$ cat config.mk
export PLATFORM = sky130hd
export DESIGN_NAME = write_cycle
export DESIGN_NICKNAME = d
export VERILOG_FILES = /design/src/rtl/write_cycle_pkg.sv /design/src/rtl/write_cycle_timer.sv /design/src/rtl/write_cycle.sv
export SDC_FILE = /design/constraint.sdc
export NUM_CORES = 1
export LEC_CHECK = 0
export CORE_MARGIN = 2
export CORE_UTILIZATION = 66
export DETAILED_ROUTE_END_ITERATION = 7
export DONT_BUFFER_PORTS = 1
export GPL_TIMING_DRIVEN = 0
export HOLD_SLACK_MARGIN = 0.15
export PLACE_DENSITY = 0.84
export SYNTH_ARGS = -nofsm -noshare
export SYNTH_HDL_FRONTEND = slang
export SYNTH_HIERARCHICAL = 1
export SYNTH_SLANG_ARGS = --single-unit
$ cat constraint.sdc
create_clock -name clk -period 5.2 [get_ports clk]
set_clock_uncertainty 0.1 [all_clocks]
set_input_delay 0.52 -clock clk [delete_from_list [all_inputs] [get_ports clk]]
set_output_delay 0.52 -clock clk [all_outputs]
set_load 0.1 [all_outputs]
$ cat src/rtl/write_cycle_pkg.sv
// Shared RTC bus header: write-FSM state encoding, default timing constants
// and the per-state bus output decode.
package write_cycle_pkg;

    typedef enum logic [2:0] {
        W0 = 3'd0,  // IDLE
        W1 = 3'd1,  // ADDR_SETUP
        W2 = 3'd2,  // ADDR_STROBE
        W3 = 3'd3,  // ADDR_HOLD
        W4 = 3'd4,  // DATA_SETUP
        W5 = 3'd5,  // DATA_STROBE
        W6 = 3'd6,  // DATA_HOLD
        W7 = 3'd7   // DONE
    } wstate_t;

    localparam int DEF_T_ADS = 2;
    localparam int DEF_T_CSW = 4;
    localparam int DEF_T_ADH = 2;
    localparam int CNT_W     = 8;
    localparam int CNT_MAX   = 1 << CNT_W;

    typedef struct packed {
        logic [7:0] ad_out;
        logic       ad_oe;
        logic       ad;
        logic       cs;
        logic       wr;
        logic       busy;
        logic       write_end;
    } bus_t;

    // Bus levels for a state; the bus is released (ad_out=0) unless ad_oe.
    function automatic bus_t decode(input wstate_t st, input logic [7:0] a, input logic [7:0] d);
        bus_t b;
        b = '{ad_out: 8'h00, ad_oe: 1'b0, ad: 1'b1, cs: 1'b1, wr: 1'b1,
               busy: 1'b1, write_end: 1'b0};
        case (st)
            W1, W3: begin b.ad = 1'b0; b.ad_oe = 1'b1; b.ad_out = a; end
            W2: begin
                b.ad = 1'b0; b.cs = 1'b0; b.wr = 1'b0;
                b.ad_oe = 1'b1; b.ad_out = a;
            end
            W4, W6: begin b.ad_oe = 1'b1; b.ad_out = d; end
            W5: begin
                b.cs = 1'b0; b.wr = 1'b0;
                b.ad_oe = 1'b1; b.ad_out = d;
            end
            W7:      b.write_end = 1'b1;
            default: b.busy = 1'b0;
        endcase
        return b;
    endfunction

endpackage

$ cat src/rtl/write_cycle_timer.sv
// 8-bit loadable down-counter that parks at zero; times the setup/strobe/hold
// intervals of the write FSM.
module write_timer (
    input  logic       clk,
    input  logic       rst,
    input  logic       load,
    input  logic [7:0] load_val,
    output logic       zero
);

    logic [7:0] count;

    // NOTE: sequential state uses non-blocking assignments so every register
    // samples pre-edge values regardless of block ordering.
    always_ff @(posedge clk) begin
        if (rst)
            count <= '0;
        else if (load)
            count <= load_val;
        else if (count != 8'd0)
            count <= count - 8'd1;
    end

    assign zero = (count == 8'd0);

endmodule

$ cat src/rtl/write_cycle.sv
// Bus-master FSM for one write on the multiplexed RTC AD bus: address phase
// then data phase, each with setup, strobe and hold intervals.
module write_cycle
    import write_cycle_pkg::*;
#(
    parameter int T_ADS = DEF_T_ADS,
    parameter int T_CSW = DEF_T_CSW,
    parameter int T_ADH = DEF_T_ADH
) (
    input  logic       clk,
    input  logic       rst,
    input  logic       start,
    input  logic [7:0] addr,
    input  logic [7:0] wdata,
    output logic [7:0] ad_out,
    output logic       ad_oe,
    output logic       AD,
    output logic       CS,
    output logic       RD,
    output logic       WR,
    output logic       busy,
    output logic       write_end,
    output logic [2:0] state
);

    if (T_ADS < 1 || T_ADS > CNT_MAX || T_CSW < 1 || T_CSW > CNT_MAX ||
        T_ADH < 1 || T_ADH > CNT_MAX) begin : g_bad_timing
        $error("write_cycle: T_ADS/T_CSW/T_ADH must lie in 1..256");
    end

    localparam logic [CNT_W-1:0] LD_ADS = CNT_W'(T_ADS - 1);
    localparam logic [CNT_W-1:0] LD_CSW = CNT_W'(T_CSW - 1);
    localparam logic [CNT_W-1:0] LD_ADH = CNT_W'(T_ADH - 1);

    wstate_t          state_q, state_nxt;
    logic [7:0]       addr_q, addr_nxt;
    logic [7:0]       wdata_q, wdata_nxt;
    bus_t             bus_q;
    logic             load;
    logic [CNT_W-1:0] load_val;
    logic             zero;

    write_timer u_timer (
        .clk      (clk),
        .rst      (rst),
        .load     (load),
        .load_val (load_val),
        .zero     (zero)
    );

    // NOTE: every variable gets a default before the case so no path leaves
    // one unassigned, which would infer a latch.
    always_comb begin
        state_nxt = state_q;
        addr_nxt  = addr_q;
        wdata_nxt = wdata_q;
        load_val  = '0;
        case (state_q)
            W0: if (start) begin
                state_nxt = W1;
                addr_nxt  = addr;
                wdata_nxt = wdata;
            end
            W1:      if (zero) state_nxt = W2;
            W2:      if (zero) state_nxt = W3;
            W3:      if (zero) state_nxt = W4;
            W4:      if (zero) state_nxt = W5;
            W5:      if (zero) state_nxt = W6;
            W6:      if (zero) state_nxt = W7;
            W7:      state_nxt = W0;
            default: state_nxt = W0;
        endcase

        // Timer reloads only when stepping into a timed state.
        load = (state_nxt != state_q) && (state_nxt != W0) && (state_nxt != W7);
        case (state_nxt)
            W1, W4:  load_val = LD_ADS;
            W2, W5:  load_val = LD_CSW;
            W3, W6:  load_val = LD_ADH;
            default: load_val = '0;
        endcase
    end

    // Outputs are registered from the next-state view so they line up with
    // state_q and never see an input combinationally.
    always_ff @(posedge clk) begin
        if (rst) begin
            state_q <= W0;
            addr_q  <= '0;
            wdata_q <= '0;
            bus_q   <= decode(W0, 8'h00, 8'h00);
        end else begin
            state_q <= state_nxt;
            addr_q  <= addr_nxt;
            wdata_q <= wdata_nxt;
            bus_q   <= decode(state_nxt, addr_nxt, wdata_nxt);
        end
    end

    assign ad_out    = bus_q.ad_out;
    assign ad_oe     = bus_q.ad_oe;
    assign AD        = bus_q.ad;
    assign CS        = bus_q.cs;
    assign WR        = bus_q.wr;
    assign RD        = 1'b1;
    assign busy      = bus_q.busy;
    assign write_end = bus_q.write_end;
    assign state     = state_q;

endmodule

==> results of run 1 <==
[final timing paths]
check / slack [ps] / endpoint / cells after the start
worst max-delay path: 2470 / u_timer/count[0]$_SDFFE_PP0P_ / 7
worst min register to register: 410 / wdata_q[4]$_SDFF_PP0_ / 2
worst min-delay path: 250 / wdata_q[4]$_SDFF_PP0_ / 2
worst max register to register: 2470 / u_timer/count[0]$_SDFFE_PP0P_ / 7
[logic make-up after synthesis]
kind of cell | after synthesis
AO/OA/AOI/OAI | 32
flip-flops | 40
multiplexers | 18
XOR/XNOR | 5
other | 2
buffers and inverters | 21
AND/OR/NAND/NOR | 67
adder cells (fa/ha/maj) | 1
[sequential cells by signal, summed over array words and instances (netlist names), 3 cells and up]
register / flops
u_timer/count: 8
state: 3
ad_out: 8
addr_q: 8
wdata_q: 8
[where the power goes]
part,leakage (nW),switching [mW],internal (mW)
Clock,0.0305,0.103,0.0656
Sequential,0.329,0.185,0.366
Combinational,0.378,0.208,0.169
Total,0.738,0.495,0.600
[cells in the final DEF, fill, tap and decap left out, types with 2 or more instances in the layout]
master and n:
sky130_fd_sc_hd__dfxtp_1 40, sky130_fd_sc_hd__nor2_1 33, sky130_fd_sc_hd__mux2i_1 18, sky130_fd_sc_hd__nand2_1 11, sky130_fd_sc_hd__o22a_1 8, sky130_fd_sc_hd__nor3_1 7, sky130_fd_sc_hd__clkbuf_1 7, sky130_fd_sc_hd__conb_1 7
sky130_fd_sc_hd__a21oi_1 6, sky130_fd_sc_hd__inv_1 5, sky130_fd_sc_hd__clkbuf_4 5, sky130_fd_sc_hd__buf_2 4, sky130_fd_sc_hd__o32ai_1 4, sky130_fd_sc_hd__buf_4 3, sky130_fd_sc_hd__xnor2_1 3, sky130_fd_sc_hd__and4b_1 2
sky130_fd_sc_hd__xor2_1 2, sky130_fd_sc_hd__nor3b_1 2, sky130_fd_sc_hd__nor4_1 2, sky130_fd_sc_hd__clkinvlp_4 2, sky130_fd_sc_hd__nor2b_1 2
[worst max-delay path, stage by stage (launching register included)]
cell	delay, ps
sky130_fd_sc_hd__dfxtp_1	1040
sky130_fd_sc_hd__buf_2	360
sky130_fd_sc_hd__a21oi_1	90
sky130_fd_sc_hd__o21ai_0	380
sky130_fd_sc_hd__clkbuf_1	390
sky130_fd_sc_hd__nor3_1	90
sky130_fd_sc_hd__nand2_1	90
sky130_fd_sc_hd__o211ai_2	70
[routing by layer]
| metal | wire (µm) | global-route usage [%] | share of wire (%) |
|---|---|---|---|
| met1 | 1470 | 26.5 | 43 |
| met4 | 49 | 9.06 | 1.4 |
| met2 | 1760 | 40.8 | 51 |
| met3 | 168 | 5.81 | 4.9 |
| met5 | 0 | 0 | 0 |
[final cells by class]
class	count	area share, %
Buffer	16	5.33
Clock buffer	6	2.73
Clock inverter	2	0.799
Inverter	5	0.999
Multi-Input combinational cell	130	45.5
Sequential cell	40	42.6
Tap cell	30	2.00
[per-stage QoR]
step | hold slack [ps] | power [mW]
final | 253 | 1.10
after global placement | 369 | 0.908
after global routing | 243 | 1.16
after CTS | 240 | 1.10
after detailed placement | 383 | 0.930
after floorplan | 356 | 0.863
==> metrics.log, run 1 <==
INFO  metric outcome = completed
INFO  metric count_of_routing_violations_after_the_opening_detailed_route_iteration = 26
INFO  metric syn-cell-area = 0.00176 mm²
INFO  metric post_synth_edffs = 0
INFO  metric finished_core_util = 75.2%
INFO  metric fmaxAchievable = around 370 MHz
INFO  metric number_of_antenna_violations_at_the_first_check_in_global_routing = 0
INFO  metric number_of_endpoints_failing_setup_at_the_final_stage = 0
INFO  metric routed_via_count = 1321
INFO  metric multi_input_area = roughly 860 µm²
INFO  metric min_period = approximately 2700 ps
INFO  metric number_of_different_library_cells_in_the_post_synthesis_netlist = 44
INFO  metric crit_start = state[1]$_SDFF_PP0_
INFO  metric start_util = 70.3%
INFO  metric synth.yosys.seq_area_share = between 40 and 50%
INFO  metric worst_hold_startpoint = wdata[4]
INFO  metric rsz0062_at_grt = false
INFO  metric cts_tree = built
INFO  metric ioPinCount = 37
INFO  metric simple_gate_portion_of_the_synthesized_area = 19.8%
INFO  metric setup.worst_path.end_class = flip-flop
INFO  metric area_growth = 6.98%
INFO  metric hpwlAfterDp = 2470 µm
INFO  metric numClockSinks = 40
INFO  metric place.gp.congestion = 0.798
INFO  metric vias_per_cell = 5.77
INFO  metric synth_commonest_cells = sky130_fd_sc_hd__dfxtp_1 (40), sky130_fd_sc_hd__nor2_1 (33), sky130_fd_sc_hd__mux2i_1 (18)
INFO  metric clk_pin_slew_worst_paths = 120 ps
INFO  metric vias_in_the_first_global_route = 1322
INFO  metric post_layout_inst_area = 0.00188 mm²
INFO  metric post_synth_fa_ha_maj_area_fraction = less than 1%
INFO  metric post-route-worst-setup-slack = 2470 ps
INFO  metric instance_count_of_the_mapped_netlist = 186
INFO  metric report.final.slew_viol_count = 0
INFO  metric core-area = between 0.002 and 0.0025 mm²
INFO  metric timing.rr.start = state[1]$_SDFF_PP0_
INFO  metric finalSetupTns = 0 ps
INFO  metric cellPowerDensity = 583 mW/mm²
INFO  metric hold_buffers = 0
INFO  metric cts-htree-levels = 2
INFO  metric cts_made_buffers = 5
INFO  metric yosys.cell_count.top_type = sky130_fd_sc_hd__dfxtp_1
INFO  metric final_min_period_over_clock_period = 52.5%
INFO  metric synth_compound_area_share = between 10% and 20%
INFO  metric worst_slew_margin_rel = 24.7%
INFO  metric postSynth.topFlopCell = sky130_fd_sc_hd__dfxtp_1
INFO  metric port_buffers = 0
INFO  metric globalRoute.totalOverflow = 0
INFO  metric post_cts_buffers = 0
INFO  metric yosysWarnings = 6
INFO  metric layout.filler_cells = 189
INFO  metric routedWlPerCell = 15.1 µm
INFO  metric clockRootBuffer = sky130_fd_sc_hd__clkbuf_4
INFO  metric layout-drive-gt1-share = 12.1%
INFO  metric worstSetupPathType = flip-flop to flip-flop
INFO  metric regArea = between 800 and 900 µm²
INFO  metric post_cts.resized_instances = 0
INFO  metric hold_path_class = primary input to flip-flop
INFO  metric placed_cell_area = 0.00181 mm²
INFO  metric hold_viol_final = 0
INFO  metric worst-endpoint-required = roughly 5300 ps
INFO  metric die_x = about 56 µm
INFO  metric stdcell_count = between 200 and 250
INFO  metric dp.cells = 221
INFO  metric grt_pass1_wl = 5640 µm
INFO  metric clock_network_latency_to_the_later_pin_of_the_worst_skew_pair = between 300 and 400 ps
INFO  metric detail-route-antenna-nets = 0
INFO  metric timing_worst_slew_pin_value = 1130 ps
INFO  metric clockBufferDepth = 2
INFO  metric yosys_register_bits = 40
INFO  metric num-nets-final = roughly 220
INFO  metric grt_usage = 23.1%
INFO  metric crit_path_max_fanout = 10
INFO  metric leakagePower = ~0.74 nW
INFO  metric insertedDiodeCount = 0
INFO  metric netlist.top_cell.by_area = sky130_fd_sc_hd__dfxtp_1
INFO  metric placement.setup.worst_slack = 2520 ps
INFO  metric yosys.area_share.xor_xnor = under 10%
INFO  metric cp-start-kind = flip-flop
INFO  metric detail_route.first_pass.iterations = 4
INFO  metric routed_wl = approximately 3500 µm
INFO  metric die_h = ~56 µm
INFO  metric muxShareOfSynthArea = 10.3%
INFO  metric cp_data_arrival_time = 2860 ps
INFO  metric share_of_synthesized_registers_carrying_an_async_set_or_reset = 0%
INFO  metric post_synth_main_area_contributors = sky130_fd_sc_hd__dfxtp_1 (46%), sky130_fd_sc_hd__mux2i_1 (10%), sky130_fd_sc_hd__nor2_1 (7.1%), sky130_fd_sc_hd__o22a_1 (4.0%), sky130_fd_sc_hd__nand2_1 (2.4%)
INFO  metric max-cap-violations = 0
INFO  metric drt_drc_violations_left = 0
INFO  metric vdd_drop_max = 398 µV
INFO  metric die_area = 0.00309 mm²
INFO  metric std_cell_rows = 18
INFO  metric syn_area_per_cell = 9.44 µm²
INFO  metric synth.top_cell.area_share = 45.6%
INFO  metric maximum_number_of_pins_on_one_net_before_global_route_repair = 14
INFO  metric synth_top_family_by_area = simple AND/OR/NAND/NOR gates
Power figures use the tool's default switching activity.
==> run 2: changes to the inputs <==
--- a/config.mk
+++ b/config.mk
@@ -6,12 +6,12 @@
 export NUM_CORES = 1
 export LEC_CHECK = 0
 export CORE_MARGIN = 2
-export CORE_UTILIZATION = 66
+export CORE_UTILIZATION = 61
 export DETAILED_ROUTE_END_ITERATION = 7
 export DONT_BUFFER_PORTS = 1
 export GPL_TIMING_DRIVEN = 0
 export HOLD_SLACK_MARGIN = 0.15
-export PLACE_DENSITY = 0.84
+export PLACE_DENSITY = 0.79
 export SYNTH_ARGS = -nofsm -noshare
 export SYNTH_HDL_FRONTEND = slang
 export SYNTH_HIERARCHICAL = 1
==> constraint.sdc (replaced) <==
create_clock -name clk -period 2.6 [get_ports clk]
set_clock_uncertainty 0.1 [all_clocks]
set_input_delay 0.26 -clock clk [delete_from_list [all_inputs] [get_ports clk]]
set_output_delay 0.26 -clock clk [all_outputs]
set_load 0.1 [all_outputs]
==> run 2 against run 1 <==
Compared with the run above: die area rose by 7.6%; total power rose by 100%; via count rose by 8.0%; first-iteration DRC count rose by 130%; critical path depth rose by 4; wire length rose by 12%; highest routed layer unchanged.
==> metrics.log, run 2 (synthesized netlist as in run 1, its figures left out) <==
INFO  metric insertedDiodeCount = 0
INFO  metric post-route-worst-setup-slack = 172 ps
INFO  metric outcome = completed
INFO  metric rsz0062_at_grt = false
INFO  metric clk_pin_slew_worst_paths = 110 ps
INFO  metric crit_path_frequent_cell = sky130_fd_sc_hd__nand2_1
INFO  metric die_area = 0.00333 mm²
INFO  metric worstSetupPathType = flip-flop to flip-flop
INFO  metric grt_pass1_wl = 6500 µm
INFO  metric finalHoldWorstSlack = 195 ps
INFO  metric crit_path_max_fanout = 10
INFO  metric grt_usage = 25.8%
INFO  metric post_layout_inst_area = between 0.002 and 0.0025 mm²
INFO  metric hold_viol_final = 0
INFO  metric area_growth = 17.2%
INFO  metric numClockSinks = 40
INFO  metric setup.worst_path.end_class = flip-flop
INFO  metric cts-htree-levels = 2
INFO  metric min_period = 2430 ps
INFO  metric vdd_drop_max = 926 µV
INFO  metric dp.cells = between 200 and 250
INFO  metric cp-start-kind = flip-flop
INFO  metric die_x = between 50 and 60 µm
INFO  metric hpwlAfterDp = 2580 µm
INFO  metric worst_slew_margin_rel = 35.8%
INFO  metric core-area = 0.00276 mm²
INFO  metric drt_drc_violations_left = 0
INFO  metric slowest_delay = 370 ps
INFO  metric crit_slowest_cell = sky130_fd_sc_hd__dfxtp_2
INFO  metric leakagePower = 0.819 nW
INFO  metric start_util = between 60 and 70%
INFO  metric layout.filler_cells = ~200
INFO  metric cellPowerDensity = 1080 mW/mm²
INFO  metric hold_path_class = primary input to flip-flop
INFO  metric routed_wl = roughly 3900 µm
INFO  metric max-cap-violations = 0
INFO  metric fmaxAchievable = 412 MHz
INFO  metric routedWlPerCell = 15.7 µm
INFO  metric timing.critical_path.cells = inv_1 -> ha_1 -> and4bb_1 -> buf_6 -> buf_2 -> and2_4 -> a211o_1 -> clkbuf_2 -> nand2_1 -> nand2_1 -> o211ai_2
INFO  metric globalRoute.totalOverflow = 0
INFO  metric layout-drive-gt1-share = 13.9%
INFO  metric die_h = a little under 60 µm
INFO  metric num-nets-final = 235
INFO  metric number_of_antenna_violations_at_the_first_check_in_global_routing = 0
INFO  metric placed_cell_area = approximately 0.0018 mm²
INFO  metric regArea = 806 µm²
INFO  metric mostFrequentLayoutCell = sky130_fd_sc_hd__dfxtp_1
INFO  metric vias_per_cell = 5.78
INFO  metric vias_in_the_first_global_route = between 1000 and 1500
INFO  metric routed_via_count = approximately 1400
INFO  metric placement.setup.worst_slack = -111 ps
INFO  metric multi_input_area = 860 µm²
INFO  metric port_buffers = 0
INFO  metric detail-route-antenna-nets = 0
INFO  metric timing_worst_slew_pin_value = 962 ps
INFO  metric final_min_period_over_clock_period = 93.4%
INFO  metric clockRootBuffer = sky130_fd_sc_hd__clkbuf_4
INFO  metric maximum_number_of_pins_on_one_net_before_global_route_repair = 13
INFO  metric cts_tree = built
INFO  metric cp_data_arrival_time = 2610 ps
INFO  metric stdcell_count = 247
INFO  metric clock_network_latency_to_the_later_pin_of_the_worst_skew_pair = 350 ps
INFO  metric std_cell_rows = 19
INFO  metric place.gp.congestion = between 0.8 and 0.9
INFO  metric number_of_endpoints_failing_setup_at_the_final_stage = 0
INFO  metric report.final.slew_viol_count = 0
INFO  metric cts_made_buffers = 5
INFO  metric finished_core_util = 74.6%
INFO  metric ioPinCount = 37
INFO  metric count_of_routing_violations_after_the_opening_detailed_route_iteration = a little over 60
INFO  metric worst-endpoint-required = 2780 ps
INFO  metric detail_route.first_pass.iterations = 4
INFO  metric clockBufferDepth = 2
INFO  metric mostFrequentLayoutCells = sky130_fd_sc_hd__dfxtp_1 (36), sky130_fd_sc_hd__nor2_1 (33), sky130_fd_sc_hd__mux2i_1 (18)
-- run 2: cell types whose count changed in the layout (fill, tap and decap cells not counted), sizes merged --
cell | previous run | this run
clkbuf | 13 | 14
dlygate4sd3 | 0 | 17
clkinvlp | 2 | 1
-- run 2: cell type report --
type	count	share of cell area, %
Multi-Input combinational cell	130	41.8
Sequential cell	40	39.1
Timing Repair Buffer	17	8.27
Buffer	16	4.98
Clock buffer	7	2.67
Tap cell	31	1.88
Inverter	5	0.912
Clock inverter	1	0.365
-- run 2: path summary, 6_finish.rpt --
path	end	depth (start not counted)	slack [ps]	from
max	u_timer/count[0]$_SDFFE_PP0P_	11	170	u_timer/count[0]$_SDFFE_PP0P_
max reg2reg	u_timer/count[0]$_SDFFE_PP0P_	11	170	u_timer/count[0]$_SDFFE_PP0P_
min	busy$_SDFF_PP0_	2	190	rst
min reg2reg	addr_q[7]$_SDFF_PP0_	2	410	addr_q[7]$_SDFF_PP0_
-- run 2: layer usage --
| layer | vias to the layer above | part of all wire, % | routed length [µm] | GRT usage, % |
|---|---|---|---|---|
| met4 | 0 | 1.9 | 72 | 10.3 |
| met3 | 9 | 4.5 | 176 | 5.80 |
| li1 | 699 | - | - | - |
| met2 | 39 | 52 | 2030 | 45.3 |
| met1 | 680 | 41 | 1590 | 30.4 |
| met5 | - | 0 | 0 | 0 |
-- run 2: what timing repair did --
item	CTS	global route
hold endpoints to repair	17	0
setup buffers	0	0
hold buffers	17	0
resized for setup	2	7
setup endpoints to repair	7	16
-- run 2: power by group --
| group | total (mW) | switching [mW] | leakage (nW) | internal (mW) |
|---|---|---|---|---|
| clock | 0.329 | 0.197 | 0.0315 | 0.132 |
| combinational | 0.793 | 0.432 | 0.457 | 0.362 |
| sequential | 1.11 | 0.371 | 0.331 | 0.735 |
-- run 2: through the flow --
stage                     power [mW]  TNS (ps)
after detailed placement        1.87      -287
after global placement          1.81      -129
after floorplan                 1.73         0
after CTS                       2.22         0
after global routing            2.35         0
final                           2.23         0
-- run 2: critical path, delay by kind of cell (launching register included) --
family	cells	cell delay, ps
and+or+nand+nor	4	590
buffers and inverters	4	570
AOI/OAI and AO/OA	2	450
DFF	1	370
adders and majority gates	1	280
==> run 3: changes to the inputs <==
--- a/config.mk
+++ b/config.mk
@@ -12,6 +12,7 @@
 export GPL_TIMING_DRIVEN = 0
 export HOLD_SLACK_MARGIN = 0.15
 export PLACE_DENSITY = 0.79
+export SLEW_MARGIN = 40
 export SYNTH_ARGS = -nofsm -noshare
 export SYNTH_HDL_FRONTEND = slang
 export SYNTH_HIERARCHICAL = 1
==> run 3 against run 2 <==
Compared with the run above: wire length is 0.39% higher; maximum frequency is 1.9% lower; largest cell class unchanged; utilization is 0.091 points higher.
==> metrics.log, run 3 (synthesized netlist as in run 1, its figures left out) <==
INFO  metric outcome = completed
INFO  metric clockBufferDepth = 2
INFO  metric globalRoute.totalOverflow = 0
INFO  metric die_h = around 58 µm
INFO  metric grt_usage = 25.7%
INFO  metric ioPinCount = 37
INFO  metric worst_slew_margin_rel = 59.4%
INFO  metric post_cts_buffers = 0
INFO  metric number_of_endpoints_failing_setup_at_the_final_stage = 0
INFO  metric grt_pass1_wl = 6500 µm
INFO  metric post-route-worst-setup-slack = 126 ps
INFO  metric std_cell_rows = 19
INFO  metric routedWlPerCell = ~16 µm
INFO  metric clk_pin_slew_worst_paths = 110 ps
INFO  metric slowest_delay = 390 ps
INFO  metric die_area = 0.00333 mm²
INFO  metric start_util = 63.7%
INFO  metric timing_worst_slew_pin_value = 608 ps
INFO  metric maximum_number_of_pins_on_one_net_before_global_route_repair = 13
INFO  metric number_of_antenna_violations_at_the_first_check_in_global_routing = 0
INFO  metric port_buffers = 0
INFO  metric placement.setup.worst_slack = -44.0 ps
INFO  metric routed_via_count = roughly 1400
INFO  metric min_period = 2470 ps
INFO  metric mostFrequentLayoutCell = sky130_fd_sc_hd__nor2_1
INFO  metric insertedDiodeCount = 0
INFO  metric final_min_period_over_clock_period = 95.2%
INFO  metric detail_route.first_pass.iterations = 4
INFO  metric max-cap-violations = 0
INFO  metric vias_per_cell = 5.74
INFO  metric vdd_drop_max = 798 µV
INFO  metric mostFrequentLayoutCells = sky130_fd_sc_hd__nor2_1 (33), sky130_fd_sc_hd__dfxtp_1 (24), sky130_fd_sc_hd__mux2i_1 (18)
INFO  metric rsz0062_at_grt = false
INFO  metric numClockSinks = 40
INFO  metric vias_in_the_first_global_route = between 1000 and 1500
INFO  metric place.gp.congestion = 0.840
INFO  metric hpwlAfterDp = around 2500 µm
INFO  metric cp_data_arrival_time = 2640 ps
INFO  metric cp-start-kind = flip-flop
INFO  metric area_growth = 17.3%
INFO  metric die_x = 57.7 µm
INFO  metric clockRootBuffer = sky130_fd_sc_hd__clkbuf_4
INFO  metric leakagePower = 0.818 nW
INFO  metric cts-htree-levels = 2
INFO  metric worst-endpoint-required = 2770 ps
INFO  metric hold_path_class = primary input to flip-flop
INFO  metric fmaxAchievable = 404 MHz
INFO  metric worstSetupPathType = flip-flop to flip-flop
INFO  metric crit_path_max_fanout = 10
INFO  metric clock_network_latency_to_the_later_pin_of_the_worst_skew_pair = 340 ps
INFO  metric finished_core_util = roughly three quarters
INFO  metric cts_made_buffers = 5
INFO  metric count_of_routing_violations_after_the_opening_detailed_route_iteration = 60
INFO  metric drt_drc_violations_left = 0
INFO  metric report.final.slew_viol_count = 0
INFO  metric finalSetupTns = 0 ps
INFO  metric routed_wl = 3890 µm
INFO  metric crit_path_frequent_cell = sky130_fd_sc_hd__nand2_1
INFO  metric cellPowerDensity = 1070 mW/mm²
INFO  metric num-nets-final = 235
INFO  metric post_layout_inst_area = 0.00206 mm²
INFO  metric hold_viol_final = 0
INFO  metric setup.worst_path.end_class = flip-flop
INFO  metric detail-route-antenna-nets = 0
INFO  metric layout-drive-gt1-share = 19.5%
INFO  metric crit_slowest_cell = sky130_fd_sc_hd__dfxtp_1
INFO  metric cts_tree = built
INFO  metric core-area = 0.00276 mm²
INFO  metric placed_cell_area = 0.00183 mm²
INFO  metric timing.critical_path.cells = inv_1 -> ha_1 -> and4bb_1 -> buf_6 -> buf_2 -> and2_4 -> a211o_1 -> clkbuf_2 -> nand2_1 -> nand2_1 -> o211ai_2
INFO  metric design_power_total = 2.20 mW
[run 3: cell types whose count changed in the layout (fill, tap and decap cells not counted), sizes merged]
cell and delta:
clkinv +1, clkbuf -2
[run 3: power breakdown]
group	total (mW)	internal (mW)	switching (mW)
Combinational	0.788	0.361	0.427
Sequential	1.11	0.742	0.373
Clock	0.297	0.0987	0.199
[run 3: worst paths after layout]
check,from,end,slack [ps],cells past startpoint
worst max-delay path,u_timer/count[0]$_SDFFE_PP0P_,u_timer/count[0]$_SDFFE_PP0P_,130,11
worst min-delay path,rst,busy$_SDFF_PP0_,180,2
worst max register to register,u_timer/count[0]$_SDFFE_PP0P_,u_timer/count[0]$_SDFFE_PP0P_,130,11
worst min register to register,addr_q[2]$_SDFF_PP0_,addr_q[2]$_SDFF_PP0_,410,2
[run 3: what timing repair did]
| item | 4_1_cts | 5_1_grt |
|---|---|---|
| hold buffers | 17 | 0 |
| setup endpoints to repair | 4 | 13 |
| resized for setup | 1 | 4 |
| hold endpoints to repair | 18 | 0 |
[run 3: layer usage]
layer  wire length [µm]  GRT usage (%)
met1               1560           31.0
met2               2040           44.5
met3                209           6.92
met4                 69           8.31
met5                  0              0
[run 3: stage by stage]
| step | hold WS (ps) | cells |
|---|---|---|
| global placement | 334 | 222 |
| CTS | 178 | 246 |
| floorplan | 327 | 191 |
| global route | 191 | 246 |
| detailed placement | 348 | 222 |
| finish | 185 | 246 |
[run 3: area by class of cell]
cell class / instances / area [µm²]
clock buffers: 5 / 37.5
fillers: 201 / 697
repair buffers: 17 / 170
plain buffers: 16 / 103
inverters: 5 / 18.8
flip-flops and latches: 40 / 821
well taps: 31 / 38.8
clock inverters: 2 / 12.5
multi-input cells: 130 / 860
[run 3: worst max-delay path, delay by kind of cell, from the launching register on]
family,cells,cell delay (ps)
adder cells (fa/ha/maj),1,280
buffers and inverters,4,580
AND/OR/NAND/NOR,4,610
AO/OA/AOI/OAI,2,450
flip-flops,1,390
